**src/rtl/bsg_dmc_fifo_to_axi_mc.sv**
```systemverilog
// bsg_dmc_fifo_to_axi_mc: round-robin bridge from per-channel DMC FIFOs to one AXI master port
// Ports:
//   clk_i, reset_n_i                  clock, asynchronous active-low reset
//   cmd_v_i/cmd_write_i/cmd_addr_i    per-channel burst command in, cmd_ready_o accept
//   wr_v_i/wr_data_i/wr_strb_i        per-channel write beats, wr_ready_o accept
//   rd_v_o/rd_data_o, rd_ready_i      read beats to the granted channel (data shared)
//   err_o                             sticky per-channel response/protocol error
//   axi_aw*/w*/b*/ar*/r*              AXI4 master, one transaction outstanding
module bsg_dmc_fifo_to_axi_mc #(
  parameter int num_ch_p         = 2,
  parameter int axi_id_width_p   = 4,
  parameter int axi_addr_width_p = 32,
  parameter int axi_data_width_p = 64,
  parameter int axi_burst_len_p  = 4
) (
  input  logic                                       clk_i,
  input  logic                                       reset_n_i,
  input  logic [num_ch_p-1:0]                        cmd_v_i,
  input  logic [num_ch_p-1:0]                        cmd_write_i,
  input  logic [num_ch_p*axi_addr_width_p-1:0]       cmd_addr_i,
  output logic [num_ch_p-1:0]                        cmd_ready_o,
  input  logic [num_ch_p-1:0]                        wr_v_i,
  output logic [num_ch_p-1:0]                        wr_ready_o,
  input  logic [num_ch_p*axi_data_width_p-1:0]       wr_data_i,
  input  logic [num_ch_p*axi_data_width_p/8-1:0]     wr_strb_i,
  output logic [num_ch_p-1:0]                        rd_v_o,
  input  logic [num_ch_p-1:0]                        rd_ready_i,
  output logic [axi_data_width_p-1:0]                rd_data_o,
  output logic [num_ch_p-1:0]                        err_o,
  output logic [axi_id_width_p-1:0]                  axi_awid_o,
  output logic [axi_addr_width_p-1:0]                axi_awaddr_o,
  output logic [7:0]                                 axi_awlen_o,
  output logic                                       axi_awvalid_o,
  input  logic                                       axi_awready_i,
  output logic [axi_data_width_p-1:0]                axi_wdata_o,
  output logic [axi_data_width_p/8-1:0]              axi_wstrb_o,
  output logic                                       axi_wlast_o,
  output logic                                       axi_wvalid_o,
  input  logic                                       axi_wready_i,
  input  logic [axi_id_width_p-1:0]                  axi_bid_i,
  input  logic [1:0]                                 axi_bresp_i,
  input  logic                                       axi_bvalid_i,
  output logic                                       axi_bready_o,
  output logic [axi_id_width_p-1:0]                  axi_arid_o,
  output logic [axi_addr_width_p-1:0]                axi_araddr_o,
  output logic [7:0]                                 axi_arlen_o,
  output logic                                       axi_arvalid_o,
  input  logic                                       axi_arready_i,
  input  logic [axi_id_width_p-1:0]                  axi_rid_i,
  input  logic [axi_data_width_p-1:0]                axi_rdata_i,
  input  logic [1:0]                                 axi_rresp_i,
  input  logic                                       axi_rlast_i,
  input  logic                                       axi_rvalid_i,
  output logic                                       axi_rready_o
);
  localparam int cw = num_ch_p > 1 ? $clog2(num_ch_p) : 1;
  localparam int aw = axi_addr_width_p;
  localparam int dw = axi_data_width_p;
  localparam int sw = axi_data_width_p/8;
  localparam logic [7:0] len_m1 = 8'(axi_burst_len_p-1);
  typedef enum logic [2:0] {IDLE, AW, W, B, AR, R} state_e;
  state_e state, state_n;
  logic [cw-1:0] rr_ptr, grant, gnt;
  logic gnt_v, w_hs, r_hs;
  logic [2*num_ch_p-1:0] rot;
  logic [aw-1:0] addr_r;
  logic [7:0] cnt;
  logic [num_ch_p-1:0] err_r, sel;
  logic [axi_id_width_p-1:0] id_g;
  // requests rotated so bit k is channel rr_ptr+k; lowest set bit wins
  always_comb begin
    rot = {cmd_v_i, cmd_v_i} >> rr_ptr;
    gnt_v = 1'b0;
    gnt = '0;
    for (int k = 0; k < num_ch_p; k++)
      if (rot[k] && !gnt_v) begin
        gnt_v = 1'b1;
        gnt = cw'((int'(rr_ptr) + k) % num_ch_p);
      end
  end
  assign sel  = num_ch_p'(1) << grant;
  assign id_g = axi_id_width_p'(grant);
  // gated by reset_n_i so the combinational grant path is also quiet during reset
  assign cmd_ready_o   = (reset_n_i && state == IDLE && gnt_v) ? num_ch_p'(1) << gnt : '0;
  assign axi_awvalid_o = state == AW;
  assign axi_awid_o    = id_g;
  assign axi_awaddr_o  = addr_r;
  assign axi_awlen_o   = len_m1;
  assign axi_arvalid_o = state == AR;
  assign axi_arid_o    = id_g;
  assign axi_araddr_o  = addr_r;
  assign axi_arlen_o   = len_m1;
  assign axi_wvalid_o  = state == W && wr_v_i[grant];
  assign wr_ready_o    = (state == W && axi_wready_i) ? sel : '0;
  assign axi_wdata_o   = wr_data_i[grant*dw +: dw];
  assign axi_wstrb_o   = wr_strb_i[grant*sw +: sw];
  assign axi_wlast_o   = state == W && cnt == len_m1;
  assign axi_bready_o  = state == B;
  assign rd_v_o        = (state == R && axi_rvalid_i) ? sel : '0;
  assign axi_rready_o  = state == R && rd_ready_i[grant];
  assign rd_data_o     = axi_rdata_i;
  assign err_o         = err_r;
  assign w_hs          = axi_wvalid_o && axi_wready_i;
  assign r_hs          = axi_rvalid_i && axi_rready_o;
  always_comb begin
    state_n = state;
    case (state)
      IDLE:    state_n = gnt_v ? (cmd_write_i[gnt] ? AW : AR) : IDLE;
      AW:      state_n = axi_awready_i ? W : AW;
      W:       state_n = (w_hs && axi_wlast_o) ? B : W;
      B:       state_n = axi_bvalid_i ? IDLE : B;
      AR:      state_n = axi_arready_i ? R : AR;
      R:       state_n = (r_hs && axi_rlast_i) ? IDLE : R;
      default: state_n = IDLE;
    endcase
  end
  always_ff @(posedge clk_i or negedge reset_n_i)
    if (!reset_n_i) state <= IDLE;
    else state <= state_n;
  always_ff @(posedge clk_i or negedge reset_n_i)
    if (!reset_n_i) begin
      rr_ptr <= '0;
      grant  <= '0;
      addr_r <= '0;
      cnt    <= '0;
      err_r  <= '0;
    end else begin
      if (state == IDLE && gnt_v) begin
        grant  <= gnt;
        addr_r <= cmd_addr_i[gnt*aw +: aw];
        rr_ptr <= cw'((int'(gnt) + 1) % num_ch_p);
      end
      if (w_hs || r_hs)
        cnt <= ((w_hs && axi_wlast_o) || (r_hs && axi_rlast_i)) ? '0 : cnt + 8'd1;
      if (state == B && axi_bvalid_i && (axi_bresp_i != 2'b00 || axi_bid_i != id_g))
        err_r[grant] <= 1'b1;
      // rlast on the wrong beat is flagged but the burst still ends on rlast
      if (r_hs && (axi_rresp_i != 2'b00 || axi_rid_i != id_g || (axi_rlast_i && cnt != len_m1)))
        err_r[grant] <= 1'b1;
    end
endmodule

```
**config.mk**
```make
export PLATFORM = sky130hd
export DESIGN_NAME = bsg_dmc_fifo_to_axi_mc
export DESIGN_NICKNAME = d
export VERILOG_FILES = /design/src/rtl/bsg_dmc_fifo_to_axi_mc.sv
export SDC_FILE = /design/constraint.sdc
export NUM_CORES = 1
export LEC_CHECK = 0
export BUFFER_PORTS_ARGS = -buffer_cell sky130_fd_sc_hd__clkbuf_2
export CAP_MARGIN = 20
export CORE_AREA = 2 2 212 214
export CTS_CLUSTER_DIAMETER = 30
export CTS_CLUSTER_SIZE = 14
export DETAILED_ROUTE_END_ITERATION = 8
export DIE_AREA = 0 0 214 216
export GPL_TIMING_DRIVEN = 1
export PLACE_DENSITY = 0.32
export SLEW_MARGIN = 20
export SYNTH_ARGS = -nofsm -noshare
export SYNTH_HDL_FRONTEND = slang
export SYNTH_SLANG_ARGS = --single-unit
```
**constraint.sdc**
```tcl
create_clock -name clk_i -period 4.17 [get_ports clk_i]
set_input_delay 0.834 -clock clk_i [delete_from_list [all_inputs] [get_ports clk_i]]
set_output_delay 0.834 -clock clk_i [all_outputs]
set_load 0.1 [all_outputs]
```
==> out/results.txt, run 1 <==
Run status -> finished clean
Crit-path slowest cell -> clkbuf_2
Setup slack, reg-to-reg -> 2.22 ns
Slowest stage delay, CP -> 0.48 ns
DRT iter0 DRCs -> 121
Hold buffer count at CTS -> 0
CTS tree -> built
Drt drc -> 0
# nets final -> 1040
Fin area -> 6200 um2
Port Buffer Count -> 387
Routed vias -> 4257
Initial Utilization -> 9.66%
Total track usage -> 9.89%
Initial antenna violation count -> 6
Number of global-route vias before repair -> 4281
Final period util -> 74.0%
Cts bufs inserted -> 5
Root Driver -> clkbuf_16
Worst path bufs/invs -> 2
Max clock buf depth -> 2
Final Hold Viols -> 0
Final min period -> 3.09 ns
Total grt overflow -> 0
N_diodes -> 0
Antenna-violating nets left -> 0
Full die area -> 46200 um2
Drt total wl -> 23.5 mm
Top cells by area, synth -> dfrtp_1 (28%), buf_4 (21%), mux2_2 (20%)
I/O pin total -> 538
Post_cts resized -> 0
EDFF count, synth -> 0
Fill count -> 5059
Routability congestion estimate -> 0.769
Setup crit start kind -> primary input
First-pass GRT wire length -> 32.2 mm
Crit-path max FO -> 6
Largest delay share family, worst path -> buffers and inverters
Final slew viol count -> 0
Synth warn -> 0
Worst skew pair latency -> 0.30 ns
Worst-Margin Slew -> 0.721 ns
Endpoints failing setup -> 0
Most common cell after layout, fill and taps aside -> clkbuf_2
Primary FF master, synth -> dfrtp_1
Die Wd -> 214 um
Setup crit end kind -> output pin
Setup bufs post-CTS -> 0
Most frequent cells in the layout -> clkbuf_2 (387), mux2_2 (74), nand2_1 (47)
Area of the mapped netlist -> 4230 um2
Max-cap violations -> 0
Data required, critical path -> 3.34 ns
Asr flop ratio synth -> 100%
Setup Crit Path Kind -> in -> out
Critical path data arrival time -> 2.25 ns
Hold Crit Depth -> 2
Layout cells sized above 1 -> 64.9%
Clock sinks -> 47
Crit-path cells -> clkbuf_2, nor2_1, nor4_1, nand2_1, a21oi_1, clkbuf_2
F_max -> 324 MHz
Layout area overhead -> 46.4%
Cells after Synth -> 465
Worst hold slack -> 0.481 ns
RSZ-0062 raised after global routing -> no
Largest net degree at the start of global routing -> 69
Row cnt -> 77
Cell Area, Placed -> 6020 um2
Slew HR -> 52.2%
Placeable Area -> 43800 um2
DR WL/cell -> 17.7 um
Sequential-to-total area share from yosys stat -> 27.8%
Final setup TNS -> 0 ns
Clk_skew -> 0.00597 ns
# H-tree levels -> 2
Die Y -> 216 um
Reg2Reg Launch Point -> state[1]
Worst-path clk slew -> 0.07 ns
Cell accounting for the most synthesized area -> dfrtp_1
First drt pass iteration count -> 4
Top cell by count, worst path -> clkbuf_2
#FFs+latches synth -> 47
RR Endpoint -> cnt[7]
R2R cell count -> 4
Routed vias/inst -> 3.20
Synth unique cells -> 38
Mean post-synth cell area -> 9.11 um2
DP Wirelength -> 20.7 mm
Post-synth top area share -> 27.8%
Worst hold path class -> reg -> reg
logic make-up (layout without fill, tap and decap cells):
logic type / after synthesis / after routing / synth area share, %
AO/OA/AOI/OAI: 59 / 59 / 7.89
XOR/XNOR: 2 / 2 / 0.414
adder cells (fa/ha/maj): 1 / 1 / 0.295
buffers and inverters: 147 / 402 / 24.1
flip-flops: 47 / 47 / 27.8
multiplexers: 108 / 108 / 27.8
other: 2 / 22 / 0.177
AND/OR/NAND/NOR: 99 / 99 / 11.5
synthesized netlist by cell type (2+ instances only):
cell type,count
a21oi_1,9
a31oi_1,3
and2_1,3
and4b_1,2
buf_2,11
buf_4,121
clkbuf_1,12
conb_1,2
dfrtp_1,47
inv_1,3
mux2_2,74
mux2i_1,33
nand2_1,47
nand2b_1,2
nand3_1,6
nand3b_1,3
nand4_1,3
nor2_1,13
nor3_1,3
nor3b_1,2
nor4_1,2
o21ai_0,40
o31ai_1,3
or3_1,6
or4_1,2
tightest hold or removal path: cells and delay by family (launching register included):
family,cells,cell delay [ns]
DFF,1,0.35
AOI/OAI and AO/OA,2,0.09
sequential cells by signal, indices dropped and copies added, names as in the netlist, named ones only:
signal and count:
axi_araddr_o 32, cnt 8, state 3, grant 1, rr_ptr 1
how the worst max path moves through the flow:
stage                     startpoint  slack, ns        endpoint  cells past startpoint
after floorplan               cnt[0]       0.43     axi_wlast_o                      4
after global placement    cmd_v_i[1]       1.06  cmd_ready_o[0]                      6
after detailed placement  cmd_v_i[1]       1.08  cmd_ready_o[0]                      6
after CTS                   state[1]       1.06  cmd_ready_o[0]                      4
after global routing        state[1]       0.95  cmd_ready_o[0]                      4
final                     cmd_v_i[1]       1.08  cmd_ready_o[0]                      6
per-layer routing:
| metal | vias up | global-route usage [%] | share of wire [%] |
|---|---|---|---|
| met1 | 1942 | 12.0 | 41 |
| met2 | 263 | 17.3 | 50 |
| met5 | - | 0 | 0 |
| met4 | 0 | 2.80 | 2.5 |
| li1 | 2005 | - | - |
| met3 | 47 | 2.33 | 6.6 |
per-stage QoR:
| stage | util [%] | setup slack [ns] | cells |
|---|---|---|---|
| 2_1_floorplan | - | 0.428 | 485 |
| 3_3_place_gp | 13.7 | 1.06 | 1324 |
| 3_5_place_dp | 13.7 | 1.08 | 1324 |
| 4_1_cts | 14.1 | 1.06 | 1332 |
| 5_1_grt | 14.1 | 0.952 | 1332 |
| 6_report | 14.1 | 1.08 | 1332 |
layout make-up:
| class | count | area (um2) | share of cell area, % |
|---|---|---|---|
| Sequential cell | 47 | 1180 | 19.0 |
| Clock inverter | 2 | 35.0 | 0.565 |
| Timing Repair Buffer | 391 | 1980 | 31.9 |
| Clock buffer | 6 | 139 | 2.24 |
| Multi-Input combinational cell | 291 | 2110 | 34.1 |
| Inverter | 3 | 11.3 | 0.182 |
| Tap cell | 592 | 741 | 11.9 |
Power of run 1 is not shown: default switching activity piles up to over one toggle a cycle in this logic, so the estimate is an artifact.
==> run 2, diff against run 1 <==
==> constraint.sdc (replaced) <==
create_clock -name clk_i -period 3.04 [get_ports clk_i]
set_input_delay 0.608 -clock clk_i [delete_from_list [all_inputs] [get_ports clk_i]]
set_output_delay 0.608 -clock clk_i [all_outputs]
set_load 0.1 [all_outputs]
==> run 2 against run 1 <==
  * Flip-flop and latch count is the same
  * Die area is the same
  * Global-route usage up 0.58 points
  * Sequential share of layout area down 0.30 points
  * Clock skew up 0.0080 ns
  * Routed wire length increased by 6.5%
==> out/results.txt, run 2 (synthesis gave the netlist of run 1 again) <==
R2R cell count -> 4
Setup Crit Path Kind -> reg -> out
Final Hold Viols -> 0
Post_cts resized -> 0
Met1 WL -> 9.57 mm
Critical path data arrival time -> 2.04 ns
Drt drc -> 0
CTS tree -> built
Worst skew pair latency -> 0.30 ns
Worst-Margin Slew -> 0.719 ns
Met2 wire len -> 13.0 mm
Routed vias/inst -> 3.18
Layout cells sized above 1 -> 65.8%
Most common cell after layout, fill and taps aside -> clkbuf_2
Cts bufs inserted -> 5
Storage cell area -> 1180 um2
Setup bufs post-CTS -> 0
Largest net degree at the start of global routing -> 68
Setup crit start kind -> register
Initial antenna violation count -> 11
Clock sinks -> 47
Number of global-route vias before repair -> 4216
Drt total wl -> 25.1 mm
Final setup TNS -> 0 ns
Run status -> finished clean
Met3 wire length -> 1.78 mm
Endpoints failing setup -> 0
I/O pin total -> 538
DRT iter0 DRCs -> 104
First drt pass iteration count -> 4
Multi-input gate area -> 2130 um2
DR WL/cell -> 18.7 um
Max-cap violations -> 0
Worst-path clk slew -> 0.08 ns
F_max -> 378 MHz
Slew HR -> 52.3%
Routability congestion estimate -> 0.765
Die Y -> 216 um
Full die area -> 46200 um2
Antenna-violating nets left -> 0
Fill count -> 5079
Routed vias -> 4261
Worst hold path class -> in -> async
Reg2Reg Launch Point -> cnt[4]
Total track usage -> 10.5%
Row cnt -> 77
Data required, critical path -> 2.43 ns
Port Buffer Count -> 387
Layout area overhead -> 48.8%
Total grt overflow -> 0
Max clock buf depth -> 2
Setup slack, reg-to-reg -> 1.06 ns
Final min period -> 2.65 ns
Initial Utilization -> 9.66%
Root Driver -> clkbuf_16
Final slew viol count -> 0
# H-tree levels -> 2
First-pass GRT wire length -> 33.4 mm
DP Wirelength -> 22.6 mm
Max reg flops -> 32
Most frequent cells in the layout -> clkbuf_2 (383), mux2_2 (74), nand2_1 (47)
Die Wd -> 214 um
Final period util -> 87.1%
RSZ-0062 raised after global routing -> no
Clk_skew -> 0.0140 ns
# nets final -> 1046
Top Metal Used -> met4
Crit-path max FO -> 29
Placeable Area -> 43800 um2
Setup crit end kind -> output pin
Hold buffer count at CTS -> 0
-- run 2: area by class of cell --
type / count / share of cell area, %
clock inverter: 2 / 0.258
tap: 592 / 11.8
clock buffer: 6 / 2.21
antenna: 2 / 0.0795
inverter: 3 / 0.179
multi-input combinational: 291 / 33.9
sequential: 47 / 18.7
timing repair buffer: 397 / 32.9
-- run 2: per-stage QoR --
step | std cells | util (%) | hold WS, ns | setup WS, ns | instance area [um2]
after global placement | 1330 | 14.0 | 0.463 | 0.683 | 6140
after detailed placement | 1330 | 14.0 | 0.473 | 0.656 | 6140
after floorplan | 485 | - | 0.312 | 0.139 | 4330
final | 1340 | 14.4 | 0.485 | 0.393 | 6300
after CTS | 1338 | 14.4 | 0.489 | 0.339 | 6290
after global routing | 1338 | 14.4 | 0.532 | 0.202 | 6290
-- run 2: worst max-delay path by stage --
| stage | from | to | depth (start not counted) |
|---|---|---|---|
| CTS | cnt[4] | axi_wlast_o | 4 |
| global placement | cnt[4] | axi_wlast_o | 4 |
| finish | grant | axi_wdata_o[32] | 3 |
| detailed placement | cmd_v_i[1] | cmd_ready_o[0] | 6 |
| global route | cnt[4] | axi_wlast_o | 4 |
| floorplan | grant | rd_v_o[1] | 5 |
-- run 2: worst max-delay path, stage by stage, from the launching register on --
cell and delay (ns):
dfrtp_4 0.70, buf_4 0.26, mux2_2 0.35, clkbuf_2 0.39
-- run 2: routing by layer --
layer | global-route usage [%] | vias to the layer above
li1 | - | 2025
met1 | 11.7 | 1914
met2 | 19.5 | 264
met3 | 2.54 | 58
met4 | 3.15 | 0
met5 | 0 | -
Power of run 2 is left out for the same reason.
==> run 3, diff against run 2 <==
--- a/config.mk
+++ b/config.mk
@@ -6,7 +6,6 @@
 export NUM_CORES = 1
 export LEC_CHECK = 0
 export BUFFER_PORTS_ARGS = -buffer_cell sky130_fd_sc_hd__clkbuf_2
-export CAP_MARGIN = 20
 export CORE_AREA = 2 2 212 214
 export CTS_CLUSTER_DIAMETER = 30
 export CTS_CLUSTER_SIZE = 14
==> constraint.sdc (replaced) <==
create_clock -name clk_i -period 2.9 [get_ports clk_i]
set_input_delay 0.58 -clock clk_i [delete_from_list [all_inputs] [get_ports clk_i]]
set_output_delay 0.58 -clock clk_i [all_outputs]
set_load 0.1 [all_outputs]
==> run 3 against run 2 <==
  * Flip-flop and latch count did not move
  * Global-route usage barely moved
  * Register-to-register slack got worse by 0.17 ns
  * Cell area rose by 0.52%
  * Clock-buffer cell count fell by 1
  * Clock skew fell by 0.0034 ns
  * Routed wire length fell by 0.52%
  * Die area did not move
  * Non-clock buffer count fell by 2
  * Utilization rose by 0.074 points
  * Critical path depth did not move
  * Highest routed layer unchanged
==> out/results.txt, run 3 (synthesis gave the netlist of run 1 again) <==
Run status -> finished clean
Root Driver -> clkbuf_16
Row cnt -> 77
Setup crit end kind -> output pin
Initial Utilization -> 9.66%
CTS tree -> built
Final setup TNS -> 0 ns
Routed vias -> 4308
Setup bufs post-CTS -> 0
Worst skew pair latency -> 0.30 ns
Setup Crit Path Kind -> reg -> out
Die Wd -> 214 um
Most common cell after layout, fill and taps aside -> clkbuf_2
First drt pass iteration count -> 4
Final Hold Viols -> 0
Cts bufs inserted -> 5
Hold buffer count at CTS -> 0
# H-tree levels -> 2
Layout cells sized above 1 -> 65.7%
RSZ-0062 raised after global routing -> no
Clk_skew -> 0.0106 ns
Worst hold path class -> in -> async
Port Buffer Count -> 387
Crit-path max FO -> 35
DRT iter0 DRCs -> 184
Clock sinks -> 47
DR WL/cell -> 18.6 um
Final min period -> 2.60 ns
Max reg flops -> 32
Max clock buf depth -> 2
I/O pin total -> 538
Full die area -> 46200 um2
Die Y -> 216 um
Setup slack, reg-to-reg -> 0.89 ns
Antenna-violating nets left -> 0
Placeable Area -> 43800 um2
Post_cts resized -> 0
# nets final -> 1044
Total grt overflow -> 0
Final period util -> 89.7%
Routed vias/inst -> 3.22
Worst-path clk slew -> 0.08 ns
Initial antenna violation count -> 11
Total track usage -> 10.5%
Final slew viol count -> 0
Endpoints failing setup -> 0
First-pass GRT wire length -> 33.7 mm
Layout area overhead -> 49.5%
Drt drc -> 0
Most frequent cells in the layout -> clkbuf_2 (380), mux2_2 (74), nand2_1 (47)
DP Wirelength -> 22.3 mm
Number of global-route vias before repair -> 4295
Critical path data arrival time -> 2.02 ns
Slew HR -> 46.9%
Largest net degree at the start of global routing -> 68
Routability congestion estimate -> 0.765
Drt total wl -> 24.9 mm
Data required, critical path -> 2.32 ns
Setup crit start kind -> register
F_max -> 385 MHz
Worst-Margin Slew -> 0.800 ns
Max-cap violations -> 0
R2R cell count -> 5
## run 3: worst paths after layout
check                                  endpoint       from
worst max-delay path             axi_wstrb_o[7]      grant
worst min-delay path            axi_araddr_o[0]  reset_n_i
worst max register to register           cnt[7]   state[0]
worst min register to register         register   register
max in group asynchronous                 grant  reset_n_i
min in group clk_i                     register   register
## run 3: cell type report
type / instances / area [um2]
antenna: 3 / 7.51
clock buffer: 5 / 125
clock inverter: 3 / 67.6
fill: 5027 / 37500
inverter: 3 / 11.3
multi-input combinational: 291 / 2130
sequential: 47 / 1180
tap: 592 / 741
timing repair buffer: 395 / 2060
## run 3: metal layers
layer | routed length, um | global-route usage, % | vias up
met3 | 1940 | 3.11 | 59
met4 | 1070 | 3.82 | 0
met1 | 9310 | 11.4 | 1962
met2 | 12600 | 19.2 | 265
met5 | 0 | 0 | -
li1 | - | - | 2022
## run 3: critical path, cell delays in order, from the launching register on
cell and delay, ns:
dfrtp_4 0.62, buf_12 0.26, mux2_2 0.42, clkbuf_2 0.40
## run 3: through the flow
step	instance area [um2]	hold slack, ns	worst slack [ns]	cells	util [%]
after floorplan	4330	0.284	0.0266	485	-
after global placement	6130	0.468	0.609	1328	14.0
after detailed placement	6130	0.478	0.591	1328	14.0
after CTS	6320	0.497	0.254	1336	14.4
after global routing	6330	0.515	0.208	1337	14.4
final	6330	0.441	0.299	1339	14.4
Power of run 3 is left out for the same reason.
